<file path="src/rtl/store_rmw.sv">
// ---------------------------------------------------------------------------
// store_rmw
//
// Read-modify-write sequencer for store hits in the L1 data array. One 32-bit
// store (line index, word select, byte enables, data) is accepted at a time.
// The 256-bit line is read, handed to the external byte-merge stage together
// with the store fields, and the merged line is written back. A store to the
// same line accepted while the previous write is in progress skips the array
// read and merges into the line that is being written.
//
// Ports
//   clk, reset_n            clock, asynchronous active-low reset
//   st_valid/st_ready       store request handshake
//   st_idx/st_sel/st_wd/st_be  store line index, word select, data, byte enables
//   arr_rd_en/arr_rd_idx    data array read strobe and index
//   arr_rd_data             array read data, valid one cycle after arr_rd_en
//   mg_rd/mg_wd/mg_be/mg_sel   operands to the merge stage
//   mg_y                    merged line from the merge stage (combinational)
//   arr_wr_en/arr_wr_idx/arr_wr_data  data array write port
//   busy                    high in any state other than IDLE
//   fwd_cnt                 saturating count of read-skipped (forwarded) stores
// ---------------------------------------------------------------------------
module store_rmw #(
    parameter int IDX_W = 15,
    parameter int CNT_W = 16
) (
    input  logic             clk,
    input  logic             reset_n,

    input  logic             st_valid,
    output logic             st_ready,
    input  logic [IDX_W-1:0] st_idx,
    input  logic [2:0]       st_sel,
    input  logic [31:0]      st_wd,
    input  logic [3:0]       st_be,

    output logic             arr_rd_en,
    output logic [IDX_W-1:0] arr_rd_idx,
    input  logic [255:0]     arr_rd_data,

    output logic [255:0]     mg_rd,
    output logic [31:0]      mg_wd,
    output logic [3:0]       mg_be,
    output logic [2:0]       mg_sel,
    input  logic [255:0]     mg_y,

    output logic             arr_wr_en,
    output logic [IDX_W-1:0] arr_wr_idx,
    output logic [255:0]     arr_wr_data,

    output logic             busy,
    output logic [CNT_W-1:0] fwd_cnt
);

    typedef enum logic [1:0] {
        IDLE = 2'd0,
        RD   = 2'd1,
        MG   = 2'd2,
        WR   = 2'd3
    } state_t;

    state_t             state_q, state_d;
    logic [IDX_W-1:0]   idx_q,   idx_d;
    logic [2:0]         sel_q,   sel_d;
    logic [31:0]        wd_q,    wd_d;
    logic [3:0]         be_q,    be_d;
    logic [255:0]       line_q,  line_d;
    logic [CNT_W-1:0]   fwd_q,   fwd_d;

    logic               accept;

    // Strobes and ready are decoded from the state register; qualifying with
    // reset_n keeps them low for the whole time reset is held.
    assign st_ready  = reset_n & ((state_q == IDLE) | (state_q == WR));
    assign arr_rd_en = reset_n & (state_q == RD);
    assign arr_wr_en = reset_n & (state_q == WR);
    assign busy      = reset_n & (state_q != IDLE);

    assign accept    = st_valid & st_ready;

    assign arr_rd_idx  = idx_q;
    assign arr_wr_idx  = idx_q;
    // Write data is the merge result; it is held at zero outside WR so the
    // bus is quiet whenever no write is strobed.
    assign arr_wr_data = arr_wr_en ? mg_y : '0;

    assign mg_rd  = line_q;
    assign mg_wd  = wd_q;
    assign mg_be  = be_q;
    assign mg_sel = sel_q;

    assign fwd_cnt = fwd_q;

    always_comb begin
        state_d = state_q;
        idx_d   = idx_q;
        sel_d   = sel_q;
        wd_d    = wd_q;
        be_d    = be_q;
        line_d  = line_q;
        fwd_d   = fwd_q;

        case (state_q)
            IDLE: begin
                if (accept) begin
                    idx_d   = st_idx;
                    sel_d   = st_sel;
                    wd_d    = st_wd;
                    be_d    = st_be;
                    state_d = RD;
                end
            end

            RD: begin
                state_d = MG;
            end

            MG: begin
                line_d  = arr_rd_data;
                state_d = WR;
            end

            WR: begin
                // The merged line is kept so a same-line store accepted now
                // merges into it next cycle instead of re-reading the array.
                line_d = mg_y;
                if (accept) begin
                    idx_d = st_idx;
                    sel_d = st_sel;
                    wd_d  = st_wd;
                    be_d  = st_be;
                    if (st_idx == idx_q) begin
                        if (fwd_q != '1) begin
                            fwd_d = fwd_q + 1'b1;
                        end
                        state_d = WR;
                    end else begin
                        state_d = RD;
                    end
                end else begin
                    state_d = IDLE;
                end
            end

            default: begin
                state_d = IDLE;
            end
        endcase
    end

    always_ff @(posedge clk or negedge reset_n) begin
        if (!reset_n) begin
            state_q <= IDLE;
            idx_q   <= '0;
            sel_q   <= '0;
            wd_q    <= '0;
            be_q    <= '0;
            line_q  <= '0;
            fwd_q   <= '0;
        end else begin
            state_q <= state_d;
            idx_q   <= idx_d;
            sel_q   <= sel_d;
            wd_q    <= wd_d;
            be_q    <= be_d;
            line_q  <= line_d;
            fwd_q   <= fwd_d;
        end
    end

endmodule

</file>
<file path="config.mk">
export PLATFORM = sky130hd
export DESIGN_NAME = store_rmw
export DESIGN_NICKNAME = d
export VERILOG_FILES = /design/src/rtl/store_rmw.sv
export SDC_FILE = /design/constraint.sdc
export NUM_CORES = 1
export LEC_CHECK = 0
export CAP_MARGIN = 30
export CELL_PAD_IN_SITES_DETAIL_PLACEMENT = 2
export CELL_PAD_IN_SITES_GLOBAL_PLACEMENT = 2
export CORE_AREA = 2 2 450 452
export CTS_CLUSTER_SIZE = 16
export DETAILED_ROUTE_END_ITERATION = 16
export DIE_AREA = 0 0 452 454
export PLACE_DENSITY = 0.48
export SLEW_MARGIN = 20
export SYNTH_ARGS = -nofsm -noshare
export SYNTH_HDL_FRONTEND = slang
export SYNTH_SLANG_ARGS = --single-unit
</file>
<file path="constraint.sdc">
create_clock -name clk -period 2.24 [get_ports clk]
set_input_delay 0.336 -clock clk [delete_from_list [all_inputs] [get_ports clk]]
set_output_delay 0.336 -clock clk [all_outputs]
set_load 0.1 [all_outputs]
</file>
==> flow_summary.json <==
{
  "synth_top_family_by_area": "multiplexers",
  "multi_input_combinational_cell_area_um2": 8990,
  "layout_worst_path_cycle_share": 1.19,
  "grt_use_total": 0.150,
  "syn_to_final_growth_pct": 135,
  "final_nets": 3535,
  "tritoncts_clock_tree": "built",
  "adder_cell_fraction_of_synth_area": 0.00376,
  "number_of_maximum_capacitance_constraint_violations": 0,
  "via_count_normalized_by_instance_count": 3.40,
  "gpl.final_weighted_congestion": 0.841,
  "filler_free_cell_count_of_the_finished_design": 5689,
  "initial_core_util": 0.0829,
  "report.final.slew_viol_count": 0,
  "crit_start": "state_q[1]$_DFFE_PN0P_",
  "maxClockFrequency_mhz": 375,
  "timing.critical_path.cells": "buf_6 > ha_4 > buf_6 > buf_16 > buf_12 > clkbuf_16 > and3_4 > buf_12",
  "floorplan.rows": 165,
  "placed_cells_incl_taps": 5454,
  "hold_violations": 0,
  "route.vias.total": 19300,
  "criticalPathCategory": "reg -> out",
  "die_area_um2": 205000,
  "power.leakage_nw": 15.3,
  "power_density_nw_per_um2": 1620,
  "required_ps": 1900,
  "cts_max_path_buffers": 3,
  "post_synth_inst_count": 1668,
  "clkLatencyLatePin_ps": 670,
  "hold_path.class": "in -> async",
  "clk_pin_slew_worst_paths_ps": 70,
  "synth_sequential_area_ratio": 0.493,
  "simple_gate_share_of_the_synthesized_area": 0.174,
  "worst_clock_skew_ps": 39.2,
  "synth_xor_area_frac": 0.0147,
  "finalSetupTns_ps": -81150,
  "tritoncts_num_sinks": 328,
  "drt-total-wl_mm": 162,
  "first_global_vias": 20800,
  "setup_ws_ps": -430,
  "critical_path.max_stage_delay_ps": 400,
  "drt-wirelength-per-cell_um": 28.4,
  "most-common-layout-cells": "567 x clkdlybuf4s50_1, 458 x buf_4, 305 x buf_12",
  "setup.worst_path.end_class": "output port",
  "mappedNetlistNets": 2242,
  "layout.cells.most_common": "clkdlybuf4s50_1",
  "postRouteAntennaNets": 0,
  "synthesis.yosys.warnings": 0,
  "die_x_um": 452,
  "path_delay_family": "buffers and inverters",
  "final.hold.worst_slack_ps": 82.1,
  "drive_gt1_frac": 0.419,
  "cts_buffers": 51,
  "failed_checks": "setup timing",
  "outcome": "finished with violations",
  "core_area_um2": 201000,
  "grt_setup_unrepaired": "yes",
  "grt_start_max_net_pins": 54,
  "critPathLaunchType": "flop",
  "clk_root_buffer_cell": "clkbuf_16",
  "wire_length_of_the_first_global_routing_pass_mm": 208,
  "regArea_um2": 8240,
  "synth_compound_area_frac": 0.0790,
  "drt-pass1-iter-count": 5,
  "die-height_um": 454,
  "power.total_w": 0.0635,
  "peakVddDrop_v": 0.000869,
  "grt_antenna_before_repair": 104,
  "grt_overflow": 0,
  "htreeDepth": 2,
  "critical_path.reg2reg.startpoint": "state_q[1]$_DFFE_PN0P_",
  "timing.critical_path.fanout_max": 11,
  "place_hpwl_mm": 127,
  "drc": 0,
  "i_o_buffers": 1169,
  "worst_slew_pin_slew_ps": 861,
  "synth.area.mux_share": 0.192,
  "critical-path-slowest-cell": "dfrtp_1",
  "timing.critical_path.arrival_ps": 2330,
  "critical_path_buf_inv_count": 6,
  "timing.max_slew.rel_slack": 0.424,
  "ys_types": 34,
  "floorplan.io_pins": 1170,
  "setup_viol_count_final": 274,
  "period_needed_ps": 2670,
  "mappedNetlistArea_um2": 16700,
  "initialDrtViolationCount": 1020,
  "mean_area_per_synthesized_cell_um2": 9.99,
  "final.fill_count": 22400,
  "synth_seq_cells": 328
}
[metal layers]
metal	share of wire	global-route usage	vias up
met2	0.51	0.265	717
met4	0.020	0.0293	76
met1	0.39	0.175	9828
li1	-	-	8458
met3	0.078	0.0515	248
met5	0.0030	0	-
[cell families (layout without fill, tap and decap cells)]
kind of cell               Yosys count  after routing
and+or+nand+nor                    567            567
DFF                                328            328
muxes                              312            312
AOI/OAI and AO/OA                  261            261
buffers and inverters              167           1498
xor gates and xnor gates            28             28
adders and majority gates            5              5
other                                0             18
[worst paths after layout]
path / slack, ps / to / cells after the start
worst max-delay path: -430 / arr_wr_data[227] / 8
worst min-delay path: 80 / mg_rd[241]$_DFFE_PN0P_ / 4
worst max register to register: -170 / fwd_cnt[14]$_DFFE_PN0P_ / 11
worst min register to register: 490 / fwd_cnt[13]$_DFFE_PN0P_ / 1
max in group asynchronous: 950 / mg_rd[94]$_DFFE_PN0P_ / 4
min in group clk: 250 / mg_rd[100]$_DFFE_PN0P_ / 3
[synth_stat cells]
cell / number / area share
mux2_2: 54 / 0.037
a21oi_1: 1 / 0.00030
clkbuf_1: 119 / 0.027
mux2_1: 1 / 0.00068
nand4_2: 1 / 0.00075
xnor2_1: 28 / 0.015
nand2_1: 261 / 0.059
and3_1: 262 / 0.098
and2_1: 3 / 0.0011
nand2_2: 1 / 0.00038
buf_2: 22 / 0.0066
o2111a_1: 1 / 0.00068
nor2_1: 7 / 0.0016
and4b_1: 1 / 0.00060
nand3_2: 1 / 0.00060
nor4_4: 1 / 0.0013
inv_1: 2 / 0.00045
buf_1: 6 / 0.0014
ha_1: 5 / 0.0038
buf_6: 2 / 0.0014
or2_1: 1 / 0.00038
or4_4: 1 / 0.00068
nand2b_1: 1 / 0.00038
o311ai_0: 1 / 0.00053
buf_4: 16 / 0.0072
nor2b_1: 2 / 0.00075
nand3_1: 13 / 0.0039
mux2i_1: 256 / 0.15
mux2_4: 1 / 0.00090
and4_1: 1 / 0.00053
dfrtp_1: 328 / 0.49
nor3b_1: 1 / 0.00045
nand4_1: 9 / 0.0034
o21ai_0: 258 / 0.078
[report_power, final]
part / total [W] / internal (W) / leakage, nW / switching [W]
registers: 0.0111 / 0.00893 / 3.89 / 0.00213
clock network: 0.00840 / 0.00491 / 0.812 / 0.00349
logic: 0.0440 / 0.0110 / 10.5 / 0.0330
[sequential cells by signal, summed over array words and instances, names as in the netlist]
signal      count
state_q         2
mg_sel          3
fwd_cnt        16
mg_wd          32
mg_be           4
arr_rd_idx     15
mg_rd         256
[metrics by stage]
stage / setup WS (ps) / instance area, µm² / utilization
detailed placement: -410 / 34300 / 0.171
floorplan: 7.07 / 17000 / -
global placement: -406 / 34300 / 0.171
global route: -518 / 39100 / 0.195
finish: -430 / 39200 / 0.195
CTS: -549 / 38900 / 0.194
[what timing repair did]
| item | CTS | global route |
|---|---|---|
| endpoints found under the hold margin | 266 | 0 |
| pin swaps | 4 | 2 |
| endpoints found under the setup margin | 275 | 277 |
| setup buffers | 71 | 18 |
| hold buffers | 11 | 0 |
| cloned | 36 | 8 |
| resized for setup | 274 | 62 |
[worst min-delay path, delay by kind of cell]
kind     cells  cell delay [ps]
buf+inv      4              750
[area by class of cell]
type                       count  share of cell area
clock buffer                  79              0.0392
timing repair buffer        1405               0.431
inverter                       2            0.000192
multi-input combinational   1173               0.229
tap                         2672              0.0853
clock inverter                12             0.00339
antenna                       18             0.00115
sequential                   328               0.210
Note: power is estimated with default switching activity, not from simulation.
==> edit 1 (same settings) <==
Register the output `fwd_cnt` once more, cleared by the reset; this adds one clock of latency there. The other outputs are not delayed to match.
--- a/src/rtl/store_rmw.sv
+++ b/src/rtl/store_rmw.sv
@@ -89,7 +89,13 @@
     assign mg_be  = be_q;
     assign mg_sel = sel_q;
 
-    assign fwd_cnt = fwd_q;
+    always_ff @(posedge clk or negedge reset_n) begin
+        if (!reset_n) begin
+            fwd_cnt <= '0;
+        end else begin
+            fwd_cnt <= fwd_q;
+        end
+    end
 
     always_comb begin
         state_d = state_q;
Check against the original RTL: same outputs for any inputs over 4 cycles, from zero or initial values and one cycle with reset_n low; that may be too few to reach the edited logic, so the function may still have changed.
==> edit 1 against the unedited design <==
- the flow still finishes with violations (negative setup slack)
- worst setup slack gained 0.0033 ns
- utilization fell by 0.082 points
- wire length decreased by 4.9%
- clock power increased by 6.0%
- first-iteration DRC count is 20% lower
- design area decreased by 0.42%
- synthesized area increased by 2.4%
- sequential cell count is 16 higher
- sequential share of layout area is 1.1 points higher
- critical path depth stayed put
- total power is essentially flat
==> edit 1: results (changes against the unedited design) <==
metric,value,unit,change
synth_area_leaders,"dfrtp_1 50%, mux2i_1 15%, and3_1 9.6%",,
met1_usage,16.9,%,-0.69 points
intPower,0.0250,W,+0.74%
grt_pass1_wl,195000,µm,-6.1%
cts_buffers,50,,-2.0%
reg2reg_to,fwd_q[14],,
violations,negative setup slack,,
finalWirelength,154000,µm,-4.9%
leakage,15.4,nW,+1.1%
synth_nets,2258,,+0.71%
met2_usage,23.8,%,-2.7 points
gr-usage-met3,5.09,%,-0.060 points
max-slew-margin-rel,52.2,%,+9.8 points
dpl.hpwl,122000,µm,-3.7%
ys_top_cells_by_count,"344 x dfrtp_1, 262 x and3_1, 261 x nand2_1",,
nets,3538,,+0.085%
clk_latency,0.65,ns,-0.02 ns
fillCellCount,22525,,+0.34%
drive_above_1_share,40.9,%,-1.0 points
setup_ws,-0.427,ns,+0.00325 ns
fin_skew,0.0228,ns,-0.0164 ns
peakVddDrop,1.02,mV,+17%
r2r_cells,10,,-1
grt_max_degree,46,,-15%
antenna_found_initial,71,,-32%
track_usage,14.0,%,-1.0 points
vias,19140,,-0.97%
drt_iter0_markers,815,,-20%
status,finished with violations,,
setup_viol,288,,+5.1%
place.gp.congestion,0.869,,+3.4%
-- edit 1: changes by cell type after synthesis --
cell      before  now
buf_2         22   15
dfrtp_1      328  344
clkbuf_1     119  117
buf_1          6   15
-- edit 1: cells by family (layout without fill, tap and decap cells) --
group | Yosys count | count (layout) | share of synthesized area, %
AO/OA/AOI/OAI | 261 | 261 | 7.72
other | 0 | 18 | 0
AND/OR/NAND/NOR | 567 | 567 | 17.0
multiplexers | 312 | 312 | 18.8
buffers and inverters | 167 | 1487 | 4.23
XOR/XNOR | 28 | 28 | 1.44
flip-flops | 344 | 344 | 50.5
adder cells (fa/ha/maj) | 5 | 5 | 0.367
-- edit 1: power by group through the flow --
stage | clock [W] | combinational, W | sequential [W]
detailed placement | 0 | 0.0418 | 0.0114
global placement | 0 | 0.0416 | 0.0113
floorplan | 0 | 0.00890 | 0.0317
finish | 0.00890 | 0.0432 | 0.0113
global route | 0.00948 | 0.0447 | 0.0117
CTS | 0.00934 | 0.0428 | 0.0113
-- edit 1: per-stage QoR --
step	hold WS, ns	std cells	TNS [ns]	instance area, µm²	util, %
floorplan	0.0404	1684	0	17400	-
global placement	0.377	5470	-3.88	34700	17.3
detailed placement	0.377	5470	-3.67	34700	17.3
CTS	0.0103	5627	-115.94	37800	18.8
global route	0.0470	5683	-125.14	39000	19.4
finish	0.0456	5694	-90.74	39000	19.4
-- edit 1: critical path: stages, from the launching register on --
cell and delay (ns):
dfrtp_1 0.39, buf_6 0.13, ha_4 0.19, buf_12 0.16, buf_16 0.16, buf_12 0.13, buf_12 0.13, and3_2 0.19
buf_12 0.16
-- edit 1: how the worst max path moves through the flow --
stage | start | to | slack [ns] | cells past startpoint
final | state_q[1] | arr_wr_data[181] | -0.43 | 8
after floorplan | state_q[0] | arr_wr_data[254] | 0.007 | 4
after global placement | st_idx[7] | fwd_q[4] | -0.34 | 9
after CTS | state_q[1] | arr_wr_data[74] | -0.53 | 8
after global routing | state_q[0] | arr_wr_data[188] | -0.54 | 7
after detailed placement | st_idx[7] | fwd_q[4] | -0.31 | 9
-- edit 1: area by class of cell --
type,instances,area share [%]
Multi-Input combinational cell,1173,22.5
Timing Repair Buffer,1393,42.1
Inverter,2,0.0257
Sequential cell,344,22.1
Tap cell,2672,8.57
Clock buffer,70,3.76
Antenna cell,18,0.115
Clock inverter,22,0.757
-- edit 1: timing repair --
item,CTS,global route
setup endpoints to repair,274,300
buffers inserted,30,37
pin swaps,1,4
endpoints found under the hold margin,208,0
gates cloned,11,17
gates resized for setup,130,135
hold buffers,24,0
-- edit 1: routing by layer --
layer | up-vias | wire length [µm]
met5 | - | 424
met4 | 70 | 3120
met3 | 196 | 12200
met2 | 644 | 75100
met1 | 9740 | 62800
li1 | 8490 | -
==> edit 2 (same flow settings) <==
Without the edit above. The parameter `CNT_W` goes from 16 to 18.
--- a/src/rtl/store_rmw.sv
+++ b/src/rtl/store_rmw.sv
@@ -22,7 +22,7 @@
 // ---------------------------------------------------------------------------
 module store_rmw #(
     parameter int IDX_W = 15,
-    parameter int CNT_W = 16
+    parameter int CNT_W = 18
 ) (
     input  logic             clk,
     input  logic             reset_n,
Ports: changed (resized fwd_cnt); port bits go from 1170 to 1172. No check against the original RTL was run, so the function may have changed too.
==> edit 2 against the unedited design <==
- the run still ends with negative setup slack left
- synthesized area increased by 1.1%
- fmax decreased by 0.96%
- worst setup slack got worse by 0.026 ns
- sequential cell count increased by 2
- design area about the same
- wire length increased by 1.4%
- total power increased by 10%
- synthesized cell count increased by 7.8%
- largest cell class unchanged
==> edit 2: results (changes against the unedited design) <==
metric,value,unit,change
setup_viol,257,,-6.2%
setup.worst_path.start,state_q[0],,
route.met2.wl,81700,µm,-0.30%
hold_path_class,input pin to async pin,,
dp_cells,5567,,+2.1%
gr-usage-met3,4.90,%,-0.24 points
final.setup.tns,-97.19,ns,-16.05 ns
place.gp.congestion,0.853,,+1.5%
crit_required,1.90,ns,about the same
ys_async_sr_fraction,100,%,unchanged
drive_above_1_share,39.0,%,-3.0 points
nets,3638,,+2.9%
crit_end,arr_wr_data[151],,
drt_first_pass_iters,5,,unchanged
crit_slowest_cell,dfrtp_1,,
peakVddDrop,1.16,mV,+33%
r2r_slack,0.01,ns,+0.18 ns
port_buffers,1171,,+0.17%
max_slew.worst_pin.slew,0.706,ns,-0.155 ns
antenna_found_initial,83,,-20%
grt_pass1_vias,21017,,+0.99%
placed_area,34300,µm²,about the same
hold_ws,0.0743,ns,-0.00788 ns
synth_cells,1798,,+7.8%
met2_usage,26.1,%,-0.41 points
ys_top_cells_by_count,"428 x nand2_1, 330 x dfrtp_1, 258 x and3_1, 258 x o21ai_0, 256 x mux2i_1",,
dpl.hpwl,129000,µm,+2.3%
synth_area_leaders,"dfrtp_1 49%, mux2i_1 15%, and3_1 9.6%",,
status,finished with violations,,
cp_max_fo,30,,+19
wl_met3,12700,µm,+1.2%
leakage,16.1,nW,+5.9%
viasPerCell,3.42,,+0.72%
finalWirelength,164000,µm,+1.4%
drt_iter0_markers,998,,-2.2%
reg2reg_to,fwd_cnt[4],,
fillCellCount,22676,,+1.0%
grt_pass1_wl,210000,µm,+0.91%
place_ws,-0.233,ns,+0.176 ns
ys_types,31,,-8.8%
cts.htree.levels,2,,unchanged
cp_slowest_stage_delay,0.39,ns,
met1_usage,18.3,%,+0.79 points
setup_ws,-0.456,ns,-0.0258 ns
wl_met1,66000,µm,+4.3%
ys_seq_area_share,49.0,%,-0.23 points
violations,negative setup slack,,
synth_nets,2372,,+5.8%
cts_buffer_depth,3,,unchanged
track_usage,15.1,%,+0.079 points
fin_skew,0.0296,ns,-0.00958 ns
vias,19791,,+2.4%
cts_buffers,53,,+3.9%
grt_max_degree,68,,+26%
## edit 2: cell count changes in the layout (fill, tap and decap cells not counted), moves of 7 or more
cell	before	now
buf_12	305	292
nand2_1	260	427
and3_4	233	218
buf_8	15	8
xnor2_1	28	1
nor3_4	0	7
and3_2	23	36
buf_6	6	14
buf_4	458	449
diode_2	18	9
xor2_1	0	30
mux2_2	54	0
## edit 2: final cells by class
type	count	area (µm²)	area share, %
diodes	9	22.5	0.0575
clock buffers	81	1600	4.09
clock inverters	13	150	0.383
inverters	3	16.3	0.0415
multi-input cells	1291	9160	23.4
flip-flops and latches	330	8290	21.2
well taps	2672	3340	8.53
repair buffers	1385	16600	42.3
## edit 2: power breakdown
group | switching, W | internal (W) | leakage, nW
combinational | 0.0370 | 0.0134 | 11.3
sequential | 0.00201 | 0.00893 | 4.00
clock | 0.00357 | 0.00513 | 0.860
total | 0.0426 | 0.0274 | 16.1
## edit 2: cells by family (layout without fill, tap and decap cells)
group	Yosys count	after routing	share of synthesized area, %
buffers and inverters	177	1482	4.57
and+or+nand+nor	734	734	21.2
other	0	9	0
xor gates and xnor gates	31	31	1.61
muxes	258	258	15.4
AOI/OAI and AO/OA	263	263	7.84
adders and majority gates	5	5	0.372
DFF	330	330	49.0
## edit 2: what timing repair did
action | 4_1_cts | 5_1_grt
setup endpoints to repair | 262 | 278
buffers inserted | 36 | 35
hold buffers | 5 | 0
resized for setup | 189 | 141
gates cloned | 28 | 14
pin swaps | 2 | 21
endpoints found under the hold margin | 207 | 0
## edit 2: worst reg2reg max path, cell delays in order, from the launching register on
cell	delay, ns
dfrtp_1	0.39
buf_4	0.14
buf_4	0.13
inv_4	0.06
ha_4	0.20
nand4b_4	0.18
nor4_4	0.17
nand4_2	0.22
buf_6	0.20
buf_6	0.13
nor3b_4	0.18
xor2_1	0.16
